File: src/rtl/pattern_sequencer_pkg.sv
// pattern_sequencer_pkg: debounce state encoding and shared counter helpers
package pattern_sequencer_pkg;
  typedef enum logic [2:0] {
    DB_IDLE    = 3'd0,
    DB_PRESS   = 3'd1,
    DB_HELD    = 3'd2,
    DB_WAIT_UP = 3'd3,
    DB_RELEASE = 3'd4
  } db_state_e;
  localparam int CNT_W = 28;
  function automatic logic [CNT_W-1:0] sat_inc(input logic [CNT_W-1:0] v);
    return &v ? v : v + 1'b1;
  endfunction
endpackage

File: src/rtl/pattern_sequencer_debounce.sv
// pattern_sequencer_debounce: synchronises the raw key and emits one short or long pulse per press
module pattern_sequencer_debounce
  import pattern_sequencer_pkg::*;
#(
  parameter int DEBOUNCE_CYCLES   = 1000000,
  parameter int LONG_PRESS_CYCLES = 150000000
) (
  input  logic clk,
  input  logic rst_n,
  input  logic key_n_i,
  output logic short_pulse_o,
  output logic long_pulse_o
);
  localparam logic [CNT_W-1:0] DB_END = CNT_W'(DEBOUNCE_CYCLES - 1);
  localparam logic [CNT_W-1:0] LP_END = CNT_W'(LONG_PRESS_CYCLES - 1);
  logic [1:0] sync_q;
  db_state_e state_q, state_d;
  logic [CNT_W-1:0] cnt_q, cnt_d;
  logic key_hi;
  assign key_hi = sync_q[1];
  always_ff @(posedge clk or negedge rst_n) begin
    if (!rst_n) begin
      sync_q  <= 2'b11;
      state_q <= DB_IDLE;
      cnt_q   <= '0;
    end else begin
      sync_q  <= {sync_q[0], key_n_i};
      state_q <= state_d;
      cnt_q   <= cnt_d;
    end
  end
  // cnt keeps running from PRESS into HELD, so in HELD it measures the whole press length
  always_comb begin
    state_d       = state_q;
    cnt_d         = cnt_q;
    short_pulse_o = 1'b0;
    long_pulse_o  = 1'b0;
    case (state_q)
      DB_IDLE: if (!key_hi) begin
        state_d = DB_PRESS;
        cnt_d   = '0;
      end
      DB_PRESS: begin
        cnt_d   = sat_inc(cnt_q);
        state_d = key_hi ? DB_IDLE : (cnt_q == DB_END ? DB_HELD : DB_PRESS);
      end
      DB_HELD: if (key_hi) begin
        state_d       = DB_RELEASE;
        cnt_d         = '0;
        short_pulse_o = 1'b1;
      end else if (cnt_q >= LP_END) begin
        state_d      = DB_WAIT_UP;
        long_pulse_o = 1'b1;
      end else begin
        cnt_d = sat_inc(cnt_q);
      end
      DB_WAIT_UP: if (key_hi) begin
        state_d = DB_RELEASE;
        cnt_d   = '0;
      end
      DB_RELEASE: begin
        cnt_d   = !key_hi ? '0 : sat_inc(cnt_q);
        state_d = (key_hi && cnt_q == DB_END) ? DB_IDLE : DB_RELEASE;
      end
      default: state_d = DB_IDLE;
    endcase
  end
endmodule

File: src/rtl/pattern_sequencer.sv
// pattern_sequencer: picks one of NUM_PATTERNS video sources, stepping only on frame boundaries
module pattern_sequencer
  import pattern_sequencer_pkg::*;
#(
  parameter int NUM_PATTERNS      = 8,
  parameter int SEL_W             = 3,
  parameter int FRAMES_PER_PAT    = 120,
  parameter int DEBOUNCE_CYCLES   = 1000000,
  parameter int LONG_PRESS_CYCLES = 150000000,
  parameter bit VS_POL            = 1'b1,
  parameter bit AUTO_DEFAULT      = 1'b1
) (
  input  logic                      clk,
  input  logic                      rst_n,
  input  logic                      key_n,
  input  logic [NUM_PATTERNS-1:0]   pat_hs,
  input  logic [NUM_PATTERNS-1:0]   pat_vs,
  input  logic [NUM_PATTERNS-1:0]   pat_de,
  input  logic [24*NUM_PATTERNS-1:0] pat_rgb,
  output logic                      hs,
  output logic                      vs,
  output logic                      de,
  output logic [7:0]                rgb_r,
  output logic [7:0]                rgb_g,
  output logic [7:0]                rgb_b,
  output logic [SEL_W-1:0]          pattern_sel,
  output logic                      auto_mode
);
  localparam logic [15:0] LAST_FRAME = 16'(FRAMES_PER_PAT - 1);
  localparam logic [SEL_W-1:0] LAST_PAT = SEL_W'(NUM_PATTERNS - 1);
  logic short_pulse, long_pulse;
  logic vs_act_q, fb, adv;
  logic [15:0] frame_cnt_q, frame_cnt_d;
  logic step_pend_q, step_pend_d, auto_q, auto_d;
  logic [SEL_W-1:0] sel_q, sel_d;
  logic [26:0] out_q, out_d;
  pattern_sequencer_debounce #(
    .DEBOUNCE_CYCLES  (DEBOUNCE_CYCLES),
    .LONG_PRESS_CYCLES(LONG_PRESS_CYCLES)
  ) u_debounce (
    .clk          (clk),
    .rst_n        (rst_n),
    .key_n_i      (key_n),
    .short_pulse_o(short_pulse),
    .long_pulse_o (long_pulse)
  );
  // vs_act_q resets as "already in vsync" so releasing reset inside vsync cannot fake a boundary
  assign fb  = (pat_vs[0] == VS_POL) && !vs_act_q;
  assign adv = step_pend_q | (auto_q & (frame_cnt_q == LAST_FRAME));
  always_comb begin
    sel_d       = (fb && adv) ? (sel_q == LAST_PAT ? '0 : sel_q + 1'b1) : sel_q;
    frame_cnt_d = (long_pulse || (fb && adv) || !auto_q) ? '0 :
                  fb ? frame_cnt_q + 16'd1 : frame_cnt_q;
    step_pend_d = short_pulse | (step_pend_q & !long_pulse & !(fb && adv));
    auto_d      = auto_q ^ long_pulse;
    out_d       = '0;
    for (int i = 0; i < NUM_PATTERNS; i++)
      if (sel_q == SEL_W'(i)) out_d = {pat_hs[i], pat_vs[i], pat_de[i], pat_rgb[24*i +: 24]};
  end
  always_ff @(posedge clk or negedge rst_n) begin
    if (!rst_n) begin
      vs_act_q    <= 1'b1;
      frame_cnt_q <= '0;
      step_pend_q <= 1'b0;
      auto_q      <= AUTO_DEFAULT;
      sel_q       <= '0;
      out_q       <= '0;
    end else begin
      vs_act_q    <= pat_vs[0] == VS_POL;
      frame_cnt_q <= frame_cnt_d;
      step_pend_q <= step_pend_d;
      auto_q      <= auto_d;
      sel_q       <= sel_d;
      out_q       <= out_d;
    end
  end
  assign {hs, vs, de, rgb_r, rgb_g, rgb_b} = out_q;
  assign pattern_sel = sel_q;
  assign auto_mode   = auto_q;
endmodule
File: config.mk
export PLATFORM = sky130hd
export DESIGN_NAME = pattern_sequencer
export DESIGN_NICKNAME = d
export VERILOG_FILES = /design/src/rtl/pattern_sequencer_pkg.sv /design/src/rtl/pattern_sequencer_debounce.sv /design/src/rtl/pattern_sequencer.sv
export SDC_FILE = /design/constraint.sdc
export NUM_CORES = 1
export LEC_CHECK = 0
export BUFFER_PORTS_ARGS = -buffer_cell sky130_fd_sc_hd__buf_2
export CAP_MARGIN = 20
export CORE_MARGIN = 2
export CORE_UTILIZATION = 49
export DETAILED_ROUTE_END_ITERATION = 8
export PLACE_DENSITY = 0.81
export SYNTH_ARGS = -nofsm -noshare
export SYNTH_HDL_FRONTEND = slang
export SYNTH_SLANG_ARGS = --single-unit
File: constraint.sdc
create_clock -name clk -period 2.89 [get_ports clk]
set_clock_uncertainty 0.1 [all_clocks]
set_input_delay 0.578 -clock clk [delete_from_list [all_inputs] [get_ports clk]]
set_output_delay 0.578 -clock clk [all_outputs]
set_load 0.02 [all_outputs]
## Yosys cells after proc, flatten, opt, wreduce, memory -nomap -nowiden

Index checks and enable logic that the tools add are counted.

- Bits in registers: 82
- Bits of input ports: 219
- Word-level logic and storage cells: 83

- $add $sub $neg: 3
- Order comparisons: 1
- Eq/ne operators: 17
- Mux-type cells: 31
- Bitwise gates (word level): 6
- Reductions and logical operators: 16

Operator list:

| operator | count |
|---|---|
| two-way mux 27 bit | 8 |
| two-way mux 28 bit | 6 |
| one-hot mux 28 bit (5 select lines) | 1 |
| two-way mux 16 bit | 2 |
| adder 28 x 1 -> 28 bit (second input constant) | 1 |
| == test 28 x 20 -> 1 bit (second input constant) | 1 |
| >= comparator 28 bit (second input constant) | 1 |
| AND reduction 28 bit | 1 |
| two-way mux 3 bit | 7 |
| adder 16 x 1 -> 16 bit (second input constant) | 1 |
| == test 16 x 7 -> 1 bit (second input constant) | 1 |
| == test 3 bit (second input constant) | 5 |
| one-hot mux 3 bit (5 select lines) | 1 |
| == test 3 x 2 -> 1 bit (second input constant) | 4 |
| == test 3 x 1 -> 1 bit (second input constant) | 2 |
| logical NOT 3 bit | 2 |
| two-way mux 1 bit | 5 |
| nonzero test 5 bit | 1 |
| logical NOT 1 bit | 4 |
| AND reduction 4 bit | 1 |
| adder 3 x 1 -> 3 bit (second input constant) | 1 |
| bitwise AND 1 bit | 3 |
| logical AND 1 bit | 3 |
| inequality test 3 x 1 -> 1 bit (second input constant) | 1 |
| 9 further kinds | 11 |

## Longest topological paths before layout

Gate-level depths: netlist (run 1).

- Depth in word-level cells: 9
- Gate-level depth with buffers: 10
- Gate-level depth less buffers: 8

## Cells and area by module

Synthesis (run 1) repeated with hierarchy kept, for this count alone.

- Cell total of the unflattened synthesis: 771
- Area, all modules: 6135.9 um^2

Modules (own cells, without submodules):

| module | times used | cells an instance | area each (um^2) | sequential area each (um^2) |
|---|---|---|---|---|
| pattern_sequencer | 1 | 531 | 3995.1 | 1228.7 |
| pattern_sequencer_debounce | 1 | 240 | 2140.8 | 828.3 |

## Worst setup path after synthesis (run 1)

OpenSTA, ideal clock, no wires.

- Path type: register to register
- Start point: register sel_q[2], in the netlist pattern_sel[2]
- End point: register out_q[10]
- Library setup time: 0.078 ns
- Arrival: 2.480 ns
- Data required time: 2.712 ns
- Setup slack: 0.232 ns
- Stages on the path, launching flop included: 11
- Buffers on the path: 5
- Clock period less this slack: 2.658 ns
- Cells stage by stage: dfrtp_1 inv_1 clkbuf_1 clkbuf_1 ha_1 clkbuf_1 nor2b_1 clkbuf_1 clkbuf_1 a221oi_1 a21oi_1

- Cells in the longest elaborated chain, start to end: 9
- Elaborated cells between the ends (all ways): 16
- Those cells by class: eq/ne: 7; mux: 8; reduce/logical: 1

Ends and longest elaborated chain:

| item | RTL line | RTL |
|---|---|---|
| from (decl) | pattern_sequencer.sv:35 | `logic [SEL_W-1:0] sel_q, sel_d;` |
| from (signal assigned) | pattern_sequencer.sv:73 | `sel_q <= sel_d;` |
| logical NOT 3 bit | pattern_sequencer.sv:58 | `if (sel_q == SEL_W'(i)) out_d = {pat_hs[i], pat_vs[i], pat_de[i], pat_rgb[24*i +: 24]};` |
| two-way mux 27 bit (7 in series) | pattern_sequencer.sv:58 |  |
| two-way mux 27 bit (*) | pattern_sequencer.sv:58 |  |
| net out_d[10] | pattern_sequencer.sv:36 | `logic [26:0] out_q, out_d;` |
| to (signal assigned) | pattern_sequencer.sv:74 | `out_q <= out_d;` |
| to (decl) | pattern_sequencer.sv:36 |  |

The timed path passes the listed nets; every way through them passes the cells marked *.
A chain may end at the register's enable or synchronous reset.

## Worst setup path in the final report (run 1)

- Start point: register u_debounce.cnt_q[10]
- End point: register u_debounce.cnt_q[7]

- Cells in the longest elaborated chain, start to end: 5
- Elaborated cells between the ends (all ways): 9
- Those cells by class: order compare: 1; eq/ne: 1; mux: 5; reduce/logical: 2

Ends and longest elaborated chain:

| item | RTL line | RTL |
|---|---|---|
| from (decl) | pattern_sequencer_debounce.sv:18 | `logic [CNT_W-1:0] cnt_q, cnt_d;` |
| from (signal assigned) | pattern_sequencer_debounce.sv:29 | `cnt_q <= cnt_d;` |
| parallel branches: the longest is 5 deep, another holds >= comparator 28 bit | n/a |  |

Parallel ways; which one is timed is not known. The select of a mux whose other input is x is not followed.

==> out/results.ini, run 1 <==
[run_status]
status=completed

[clocking]
cts_made_buffers=9
cts_sinks=82
cts.htree.levels=3
clk_path_buf_depth=2
clkTransAtPathRegs_ns=0.07
cts_tree=yes
root_buffer=clkbuf_16
post_cts_buffers=0
clk_latency_ns=0.35
ctsHoldBuffers=0

[power_and_ir_drop]
p_comb_frac=0.428
power_frac_seq=0.306
clkPwrFrac=0.266
switchingPower_uw=1870
pwr_density_cell_nw_per_um2=617
leakagePower_uw=0.00347
intPower_uw=2880
p_sw_frac=0.394
ir_drop_mv=0.400

[finish]
final_nets=1205
postLayoutCellArea_um2=7700
finalNonFillerCells=1132
area_growth_pct=29.0
final_layout_size_suffix_gt1_frac=0.334

[logic_synthesis]
synth_top_area_frac=0.327
syn_avg_cell_area_um2=7.99
seq_area_frac_synth=0.345
ys_async_sr_fraction=1.00
synth_seq_cells=82
yosys.area.top_type=dfrtp_1
ys_top_cells_by_area=dfrtp_1, a21oi_1, nand2_1
synth_top_flop_cell=dfrtp_1
synth_cell_type_count=66
syn_inst=747
syn_nets=974
ys_warn_count=0
synth_edf_count=0
synth_area_um2=5970

[routing]
met3_length_um=2000
dr_total_vias=6881
via_per_inst=6.08
final_antenna_net_count=0
drc_errors=0
drt_wl_total_um=21400
top_layer_used=met5
first_pass_iters=6
first_iter_violations=606
met1_length_um=8370
wl_per_cell_um=18.9
met2WireLength_um=9960

[critical_path]
critPathKind=flip-flop to flip-flop
cp_top_family=compound AO/OA/AOI/OAI gates
worstPathArrival_ns=2.89
critPathRequiredTime_ns=3.03
worstSetupStartpointType=flip-flop
crit_chain=a2111oi_1, o21ai_0, and4b_1, o21a_1, or2_2, a221o_2
path_buf_inv=0
cpMaxStageDelayCell=or2_2
end_kind=flip-flop
cp_max_fo=11
cpPeakStageDelay_ns=0.49

[global_route]
grt_pass1_vias=6585
track_usage=0.334
antenna_found_initial=3
grt_pass1_wl_um=33900
grt_overflow=0
grt_max_degree=55

[die]
initial_core_util=0.499
io_pins=250
die_area_um2=13100
rows=40
die_width_um=114
core-area_um2=12000
die_h_um=114

[sta]
fmax_ghz=0.363
drv_slew=0
setup_viol=0
period_share=0.952
max_slew_margin=0.636
hold_viol=0
worst_pin_slew_ns=0.546
rsz0062_at_grt=false
fin_crit_ns=2.75
setup_tns_ns=0

[min_path]
hold_path.class=input pin to async pin

[flow_run]
max_cap_violations=0

[placement]
dpl.hpwl_um=16400
place_area_um2=7370
dp_cells=1114
port_buffers=249
gp_congestion=1.00

sequential cells by signal (all words and copies together), names as in the netlist:
register	flops
frame_cnt_q	16
u_debounce.sync_q	2
step_pend_q	1
vs_act_q	1
out_q	27
auto_mode	1
u_debounce.cnt_q	28
pattern_sel	3
u_debounce.state_q	3
layer usage:
| layer | vias up | global-route usage |
|---|---|---|
| li1 | 3246 | - |
| met1 | 3216 | 0.406 |
| met2 | 354 | 0.539 |
| met3 | 63 | 0.101 |
| met4 | 2 | 0.163 |
| met5 | - | 0 |
timing repair:
item | CTS | global route
hold endpoints to repair | 0 | 0
gates resized for setup | 0 | 3
setup endpoints to repair | 0 | 18
logic make-up after synthesis:
logic type,share of synthesized area
multiplexers,0.00356
AO/OA/AOI/OAI,0.269
buffers and inverters,0.0631
adder cells (fa/ha/maj),0.0168
flip-flops,0.345
XOR/XNOR,0.0235
AND/OR/NAND/NOR,0.279
metrics by stage:
| stage | setup WS, ns | total power, µW | utilization | hold WS (ns) |
|---|---|---|---|---|
| floorplan | 0.232 | 2720 | - | 0.182 |
| global placement | 0.194 | 3450 | 0.616 | 0.252 |
| detailed placement | 0.0685 | 3490 | 0.616 | 0.247 |
| CTS | 0.0559 | 4750 | 0.643 | 0.0985 |
| global route | 0.0312 | 5000 | 0.644 | 0.126 |
| finish | 0.139 | 4750 | 0.644 | 0.0928 |
synth_stat cells (4+ instances only):
cell	count
buf_1	5
a221o_1	4
buf_2	4
nand4_1	16
inv_1	8
nor3_1	13
o21ai_0	38
dfrtp_1	78
nand3_1	20
nand2_1	114
a211o_1	5
o221ai_1	27
a21oi_1	88
dfstp_2	4
clkbuf_1	44
nor2_1	44
a22o_1	4
a41oi_1	5
xnor2_1	5
ha_1	8
o31ai_1	19
nand3b_1	31
xor2_1	11
a221oi_1	27
and3_1	10
nand2b_1	32
buf_6	9
nor4_1	14
worst paths after layout:
kind / startpoint / end / slack, ns / cells after the start
min in group clk: key_n / u_debounce.sync_q[0] / 0.23 / 1
worst min register to register: u_debounce.sync_q[0] / u_debounce.sync_q[1] / 0.26 / 0
worst max register to register: u_debounce.cnt_q[10] / u_debounce.cnt_q[7] / 0.14 / 6
max in group asynchronous: rst_n / auto_mode / 1.94 / 2
worst max-delay path: u_debounce.cnt_q[10] / u_debounce.cnt_q[7] / 0.14 / 6
worst min-delay path: rst_n / u_debounce.cnt_q[26] / 0.09 / 1
cells in the final DEF, fill, tap and decap left out, types with 3 or more instances in the layout:
master	count
a221oi_1	27
a31oi_1	3
ha_2	3
nand3_1	20
nor2_1	44
or3_1	3
dfrtp_1	78
dfstp_2	4
buf_2	248
a22o_1	4
xor2_1	11
and3_1	10
o221ai_1	27
clkbuf_16	9
nand2b_1	31
nand3b_1	31
o31ai_1	19
a21oi_1	88
a221o_1	4
o21ai_0	38
or2_2	3
nor3_1	13
nand4_1	16
buf_4	38
and2_2	3
and4_1	3
inv_1	8
nand2_1	114
xnor2_1	5
ha_1	5
nor4_1	14
a211o_1	5
a41oi_1	5
a2bb2oi_1	3
area by class of cell:
class,instances,area [µm²]
antenna,2,5.00
sequential,82,2060
tap,147,184
clock buffer,9,225
multi-input combinational,590,3550
inverter,8,30.0
fill,1084,4260
clock inverter,7,101
timing repair buffer,287,1550
power groups by stage:
stage	clock network (µW)	logic, µW	registers [µW]
2_1_floorplan	0	998	1720
3_3_place_gp	0	1990	1470
3_5_place_dp	0	2010	1470
4_1_cts	1280	2020	1450
5_1_grt	1320	2200	1480
6_report	1260	2030	1450
No activity file was read; power rests on OpenSTA's default activity.
==> run 2, diff against run 1 <==
Settings changed: RECOVER_POWER from default to 25.
==> run 2 against run 1 <==
Compared with the run above:
- the run now ends with capacitance limit, slew limit left
- highest routed layer unchanged
- critical path type unchanged
- clock power hardly changed
- register-to-register slack hardly changed
- maximum frequency hardly changed
==> out/results.ini, run 2 (synthesis results as in run 1) <==
[run_status]
status=finished, violations left  ; was completed
violations=capacitance limit, slew limit

[die]
die_width_um=114  ; unchanged
core-area_um2=12000  ; unchanged
rows=40  ; unchanged
die_h_um=114  ; unchanged
io_pins=250  ; unchanged
die_area_um2=13100  ; unchanged
initial_core_util=0.499  ; unchanged

[power_and_ir_drop]
switchingPower_uw=1870  ; about the same
p_comb_frac=0.428  ; about the same
intPower_uw=2880  ; about the same
clkPwrFrac=0.266  ; about the same
power_frac_seq=0.307  ; was 0.306
leakagePower_uw=0.00346  ; was 0.00347 µW
p_sw_frac=0.394  ; about the same
pwr_density_cell_nw_per_um2=617  ; about the same
ir_drop_mv=0.400  ; about the same

[finish]
final_nets=1205  ; unchanged
finalNonFillerCells=1132  ; unchanged
layout_common_cells=buf_2, nand2_1, a21oi_1  ; unchanged
top_register=u_debounce.cnt_q  ; unchanged
final_layout_size_suffix_gt1_frac=0.332  ; was 0.334
mostFrequentLayoutCell=buf_2  ; unchanged
area_growth_pct=28.9  ; was 29.0%
largest_reg_flops=28  ; unchanged
top_regs=u_debounce.cnt_q x28, out_q x27, frame_cnt_q x16  ; unchanged

[sta]
setup_viol=0  ; unchanged
hold_viol=0  ; unchanged
fin_crit_ns=2.75  ; about the same
period_share=0.952  ; about the same
worst_pin_slew_ns=2.08  ; was 0.546 ns
max_slew_margin=-0.385  ; was 0.636
setup_tns_ns=0  ; unchanged
drv_slew=37  ; was 0
fmax_ghz=0.363  ; about the same
rsz0062_at_grt=false  ; unchanged

[clocking]
clk_path_buf_depth=2  ; unchanged
clkTransAtPathRegs_ns=0.07  ; about the same
cts_sinks=82  ; unchanged
ctsHoldBuffers=0  ; unchanged
root_buffer=clkbuf_16  ; unchanged
cts_made_buffers=9  ; unchanged
clk_latency_ns=0.35  ; about the same
cts.htree.levels=3  ; unchanged
cts_tree=yes  ; unchanged

[global_route]
grt_overflow=0  ; unchanged
grt_pass1_wl_um=33900  ; unchanged
track_usage=0.334  ; unchanged
grt_pass1_vias=6585  ; unchanged
grt_max_degree=55  ; unchanged
antenna_found_initial=3  ; unchanged

[critical_path]
end_kind=flip-flop  ; unchanged
path_buf_inv=0  ; unchanged
cpPeakStageDelay_ns=0.49  ; about the same
worstPathArrival_ns=2.89  ; about the same
cp_max_fo=11  ; unchanged
critPathKind=flip-flop to flip-flop  ; unchanged
worstSetupStartpointType=flip-flop  ; unchanged
crit_chain=a2111oi_1, o21ai_0, and4b_1, o21a_1, or2_2, a221o_2  ; unchanged
critPathRequiredTime_ns=3.03  ; about the same
cp_top_family=compound AO/OA/AOI/OAI gates  ; unchanged
cpMaxStageDelayCell=or2_2  ; unchanged

[placement]
dpl.hpwl_um=16400  ; unchanged
port_buffers=249  ; unchanged
gp_congestion=1.00  ; unchanged
dp_cells=1114  ; unchanged

[routing]
drc_errors=0  ; unchanged
drt_wl_total_um=21400  ; about the same
first_iter_violations=601  ; was 606
wl_per_cell_um=18.9  ; about the same
via_per_inst=6.05  ; was 6.08
first_pass_iters=5  ; was 6
final_antenna_net_count=0  ; unchanged
dr_total_vias=6854  ; was 6881

[min_path]
hold_path.class=input pin to flip-flop  ; was input pin to async pin

[flow_run]
max_cap_violations=1  ; was 0

## run 2: changes by cell type in the layout (fill, tap and decap cells not counted), sizes merged
cell and delta:
buf -2, clkbuf +2
## run 2: stage by stage
stage	setup slack [ns]	hold WS [ns]	utilization	instance area [µm²]	total power, µW
after floorplan	0.232	0.182	-	5970	2720
after global placement	0.194	0.252	0.616	7370	3450
after detailed placement	0.0685	0.247	0.616	7370	3490
after CTS	0.0559	0.0985	0.643	7690	4750
after global routing	0.0312	0.220	0.644	7700	5000
final	0.138	0.229	0.644	7700	4750
## run 2: power groups by stage
stage               combinational, µW  clock (µW)  sequential [µW]
global route                     2200        1320             1480
finish                           2030        1260             1450
detailed placement               2010           0             1470
global placement                 1990           0             1470
floorplan                         998           0             1720
CTS                              2020        1280             1450
## run 2: timing repair
item                       in CTS  in global routing
setup buffers                   0                  0
gates resized for setup         0                  3
hold endpoints to repair        0                  0
setup endpoints to repair       0                 18
## run 2: layer usage
| metal | global-route usage | routed length [µm] | up-vias |
|---|---|---|---|
| met5 | 0 | 15 | - |
| met4 | 0.163 | 1030 | 2 |
| met3 | 0.101 | 1960 | 65 |
| met2 | 0.539 | 9970 | 341 |
| met1 | 0.406 | 8390 | 3200 |
| li1 | - | - | 3246 |
## run 2: final cells by class
| type | count | area [µm²] |
|---|---|---|
| multi-input combinational | 590 | 3550 |
| inverter | 8 | 30.0 |
| clock inverter | 7 | 101 |
| sequential | 82 | 2060 |
| antenna | 2 | 5.00 |
| tap | 147 | 184 |
| clock buffer | 9 | 225 |
| fill | 1085 | 4260 |
| timing repair buffer | 287 | 1540 |
## run 2: final timing paths
path | depth (start not counted) | startpoint | slack (ns) | to
setup / recovery | 6 | u_debounce.cnt_q[10] | 0.14 | u_debounce.cnt_q[7]
hold / removal | 1 | key_n | 0.23 | u_debounce.sync_q[0]
setup reg to reg | 6 | u_debounce.cnt_q[10] | 0.14 | u_debounce.cnt_q[7]
hold reg to reg | 0 | u_debounce.sync_q[0] | 0.26 | u_debounce.sync_q[1]
max in group asynchronous | 1 | rst_n | 0.78 | u_debounce.state_q[1]
min in group asynchronous | 1 | rst_n | 0.72 | u_debounce.cnt_q[26]
